### src/rtl/matrix_loader.sv
// Input buffer for the 5x5 matrix-inverse engine: fills a 25-entry register file,
// pulses start, then serves engine reads until done_in. Option: MATRIX_LOADER_DIAG_CHECK_EN.
module matrix_loader #(
    parameter int DATA_W = 32,
    parameter int N      = 5,
    parameter int ADDR_W = 5
) (
    input  logic              clk,
    input  logic              rst_n,
    input  logic [DATA_W-1:0] in_data,
    input  logic              in_valid,
    output logic              in_ready,
    input  logic [ADDR_W-1:0] rd_addr,
    output logic [DATA_W-1:0] ram1,
    output logic              start,
    input  logic              done_in,
    output logic              busy,
`ifdef MATRIX_LOADER_DIAG_CHECK_EN
    output logic              diag_zero,
`endif
    output logic [ADDR_W-1:0] count
);

    localparam int DEPTH = N * N;
    localparam logic [ADDR_W-1:0] DEPTH_A = ADDR_W'(DEPTH);
    localparam logic [ADDR_W-1:0] LAST_A  = ADDR_W'(DEPTH - 1);

    typedef enum logic [1:0] {
        S_FILL  = 2'd0,
        S_START = 2'd1,
        S_HOLD  = 2'd2
    } state_t;

    state_t            state_q;
    logic              in_ready_q;
    logic              start_q;
    logic              busy_q;
    logic [ADDR_W-1:0] count_q;
    logic [DATA_W-1:0] ram1_q;
    logic [DATA_W-1:0] mem_q [DEPTH];
    logic              xfer;

    // in_ready_q is low only in the first cycle out of reset and outside FILL
    assign xfer = in_valid && in_ready_q;

`ifdef MATRIX_LOADER_DIAG_CHECK_EN
    logic diag_q;
    logic is_diag;

    always_comb begin
        is_diag = 1'b0;
        for (int i = 0; i < N; i++) begin
            if (count_q == ADDR_W'(i * (N + 1))) begin
                is_diag = 1'b1;
            end
        end
    end

    assign diag_zero = diag_q;
`endif

    always_ff @(posedge clk or negedge rst_n) begin
        if (!rst_n) begin
            state_q    <= S_FILL;
            in_ready_q <= 1'b0;
            start_q    <= 1'b0;
            busy_q     <= 1'b0;
            count_q    <= '0;
            ram1_q     <= '0;
`ifdef MATRIX_LOADER_DIAG_CHECK_EN
            diag_q     <= 1'b0;
`endif
        end else begin
            start_q <= 1'b0;
            ram1_q  <= (rd_addr < DEPTH_A) ? mem_q[rd_addr] : '0;
            case (state_q)
                S_FILL: begin
                    in_ready_q <= 1'b1;
                    if (xfer) begin
                        count_q <= count_q + 1'b1;
`ifdef MATRIX_LOADER_DIAG_CHECK_EN
                        if (is_diag && (in_data == '0)) begin
                            diag_q <= 1'b1;
                        end
`endif
                        if (count_q == LAST_A) begin
                            state_q    <= S_START;
                            start_q    <= 1'b1;
                            in_ready_q <= 1'b0;
                        end
                    end
                end
                S_START: begin
                    state_q <= S_HOLD;
                    busy_q  <= 1'b1;
                end
                S_HOLD: begin
                    if (done_in) begin
                        state_q    <= S_FILL;
                        busy_q     <= 1'b0;
                        count_q    <= '0;
                        in_ready_q <= 1'b1;
`ifdef MATRIX_LOADER_DIAG_CHECK_EN
                        diag_q     <= 1'b0;
`endif
                    end
                end
                default: begin
                    state_q    <= S_FILL;
                    in_ready_q <= 1'b0;
                end
            endcase
        end
    end

    // Buffer contents need no reset; they are only trusted after a full fill
    always_ff @(posedge clk) begin
        if (xfer) begin
            mem_q[count_q] <= in_data;
        end
    end

    assign in_ready = in_ready_q;
    assign start    = start_q;
    assign busy     = busy_q;
    assign count    = count_q;
    assign ram1     = ram1_q;

endmodule

### config.mk
export PLATFORM = sky130hd
export DESIGN_NAME = matrix_loader
export DESIGN_NICKNAME = d
export VERILOG_FILES = /design/src/rtl/matrix_loader.sv
export SDC_FILE = /design/constraint.sdc
export NUM_CORES = 1
export LEC_CHECK = 0
export ABC_AREA = 0
export CAP_MARGIN = 20
export CORE_MARGIN = 2
export CORE_UTILIZATION = 40
export DETAILED_ROUTE_END_ITERATION = 8
export SKIP_LAST_GASP = 1
export SYNTH_ARGS = -nofsm -noshare
export SYNTH_HDL_FRONTEND = slang
export SYNTH_SLANG_ARGS = --single-unit
### constraint.sdc
create_clock -name clk -period 3.36 [get_ports clk]
set_clock_uncertainty 0.2 [all_clocks]
set_input_delay 0.672 -clock clk [delete_from_list [all_inputs] [get_ports clk]]
set_output_delay 0.672 -clock clk [all_outputs]
set_load 0.02 [all_outputs]
==> key figures <==
Run status
  – Run status: completed

Floorplanning
  – Die ar.: 82500 um^2
  – Initial core utilization: 40.5%
  – Die height: 287 um
  – Core Area: 79300 um^2
  – # rows: 103
  – Die width: 287 um
  – I/O pins: 81

Layout
  – Fill count: 6501
  – Nets: 1808
  – Share of post-route cells with drive strength above 1: 22.7%
  – # diodes: 0
  – Area growth, synth to finish: 17.3%
  – Non-filler instance count after layout: 2882

Critical path
  – Critical Path AT: 1870 ps
  – Worst path slowest cell: clkdlybuf4s50_1
  – CP cell instances: clkdlybuf4s50_1
  – Critical path startpoint: count[2]
  – Top delay family on crit path: buffers and inverters
  – Setup CP Type: reg2out
  – Crit path max fanout: 11
  – Delay of the slowest critical-path stage: 680 ps
  – Worst setup EP type: output pin
  – Crit path launch type: flip-flop
  – Reg2reg start: count[2]
  – Crit path buf inv count: 1
  – WP data required: 2490 ps

Timing
  – Tmin final: 2740 ps
  – Final Hold Viols: 0
  – Pins Over Slew Limit: 0
  – Crit share post-route: 81.5%
  – Setup TNS: 0 ps
  – Slew margin rel.: 28.0%
  – Fmax: 365 MHz
  – Final setup vio count: 0
  – Worst slew pin tran: 1080 ps
  – RSZ-0062 raised after global routing: no

Global routing
  – Largest net degree at the start of global routing: 68
  – First-pass GRT wire length: 113000 um
  – Vias in the first global route: 16696
  – Global Route Usage Sum: 19.0%
  – Initial antenna violation count: 0
  – Gr ovfl total: 0

Clocking
  – Clock root buffer master: clkbuf_16
  – Num CTS Buffers: 83
  – H-tree depth: 3
  – # clock sinks: 842
  – CTS tree: done
  – CTS Buffer Depth: 3
  – Setup Fix Bufs, Post-CTS: 0
  – Clock Pin Slew Worst Setup and Hold Paths: 60 ps
  – PostCTS Resize Cnt: 0
  – Clk_lat worst skew: 620 ps

Synth
  – Synth Net Count: 1667
  – Area leader, netlist: edfxtp_1
  – Top-area cell type share of the netlist area: 74.9%
  – Register bit total from synthesis: 842
  – Yosys warns: 0
  – Ys flop type: edfxtp_1
  – Ys async rst share: 4.99%
  – Post-Syn Area: 32100 um^2
  – Cell variety after synth: 37
  – Post-synth EDFFs: 800
  – Syn Area/Cell: 19.8 um^2
  – Synth top area cells: edfxtp_1 (75%), mux4_2 (4.8%), mux2i_1 (4.3%)
  – Mapped Cells: 1622
  – Sequential cell area fraction in the yosys report: 78.2%

Drt
  – Via/cell ratio: 5.61
  – Vias: 16171
  – Detailed Route Iter0 Violations: 1456
  – Drt wl/cell: 26.9 um
  – Final ANT Viol Nets: 0
  – DR pass1 iterations: 5
  – Drc violations: 0
  – Routed wire length: 77400 um

Place
  – Cells after DPL: 2727
  – DPL Wire Length: 40300 um
  – RePlAce Congestion: 0.762
  – # port buffers: 80

Hold path
  – Hold Crit Class: reg2reg
  – Hold path startpoint: mem_q[24][24]

Flow run
  – Maxcap violations: 0

Power and ir drop
  – Leak Pwr: 0.0122 uW
  – Pwr/cell area: 629 nW/um^2
  – Worst vdd ir: 0.437 mV
[area by class of cell]
class / instances / area (um^2) / share of cell area (%)
inverters: 3 / 11.3 / 0.0299
clock inverters: 39 / 350 / 0.931
clock buffers: 115 / 2310 / 6.14
repair buffers: 152 / 1800 / 4.78
well taps: 1050 / 1310 / 3.49
multi-input cells: 681 / 6770 / 18.0
flip-flops and latches: 842 / 25100 / 66.6
[registers in the layout, summed over array words and instances (netlist names)]
name      flops
count         5
state_q       2
start         1
in_ready      1
busy          1
ram1         32
mem_q       800
[Yosys cell counts, drive strengths merged, types with 2 or more instances]
master   number
edfxtp      800
buf          52
nand2b        3
nand2         5
ha            4
clkbuf       44
mux2i       137
o22a          5
or3b          3
nor2b         4
a211o        25
o2111ai       5
inv           3
nand3        65
o21ai        27
nand4         2
nand3b       10
o22ai        52
dfrtp        42
a21oi         2
mux4         68
mux2        117
a211oi        2
nor2         34
xor2          3
nor4          2
or3           2
a22oi        98
[cell families after synthesis]
group | count (synthesis) | synth area share (%)
flops | 842 | 78.2
mux | 322 | 13.2
compound gates | 218 | 4.81
simple gates | 134 | 2.14
buf+inv | 99 | 1.50
fa+ha+maj | 4 | 0.156
xor+xnor | 3 | 0.0819
[cells in the final DEF, fill, tap and decap left out, types with 10 or more instances in the layout]
master	count
o21ai_0	27
a22oi_1	98
clkdlybuf4s50_1	76
edfxtp_1	800
buf_12	36
clkinv_2	12
nand3_1	65
clkbuf_16	85
clkinv_1	13
dfrtp_1	42
nor2_4	27
clkbuf_1	23
mux2i_1	137
a211o_1	25
nand3b_1	10
mux2_2	117
o22ai_1	52
mux4_2	68
buf_4	35
[routing by layer]
metal / routed length [um] / share of wire [%] / up-vias / GRT usage (%)
li1: - / - / 6947 / -
met1: 34000 / 44 / 8594 / 26.6
met2: 36900 / 48 / 526 / 30.4
met3: 4840 / 6.3 / 104 / 3.40
met4: 1730 / 2.2 / 0 / 5.76
met5: 0 / 0 / - / 0
[final timing paths]
check	cells after the start	slack, ps	to
worst min-delay path	2	300	ram1[24]
min in group asynchronous	2	440	ram1[23]
worst min register to register	2	300	ram1[24]
worst max-delay path	1	620	count[2]
worst max register to register	3	890	mem_q[5][2]
max in group asynchronous	3	1750	ram1[3]
[repair_timing]
item | CTS | global route
endpoints found under the setup margin | 0 | 0
hold endpoints to repair | 19 | 0
hold buffers | 1 | 0
[report_power, final]
| group | total, uW | internal [uW] | switching [uW] | leakage (uW) |
|---|---|---|---|---|
| sequential | 12400 | 12200 | 209 | 0.00773 |
| clock | 9030 | 5210 | 3820 | 0.00130 |
| combinational | 2260 | 812 | 1450 | 0.00320 |
| total | 23700 | 18200 | 5470 | 0.0122 |
[metrics by stage]
step	worst slack, ps	util (%)	cell area, um^2	power, uW	hold WS [ps]
global route	524	47.5	37600	24500	330
floorplan	145	-	32100	13700	176
CTS	588	47.5	37600	23900	302
detailed placement	443	44.1	35000	14900	289
finish	621	47.5	37600	23700	300
global placement	454	44.1	35000	14800	282
(Power assumes the default switching activity.)
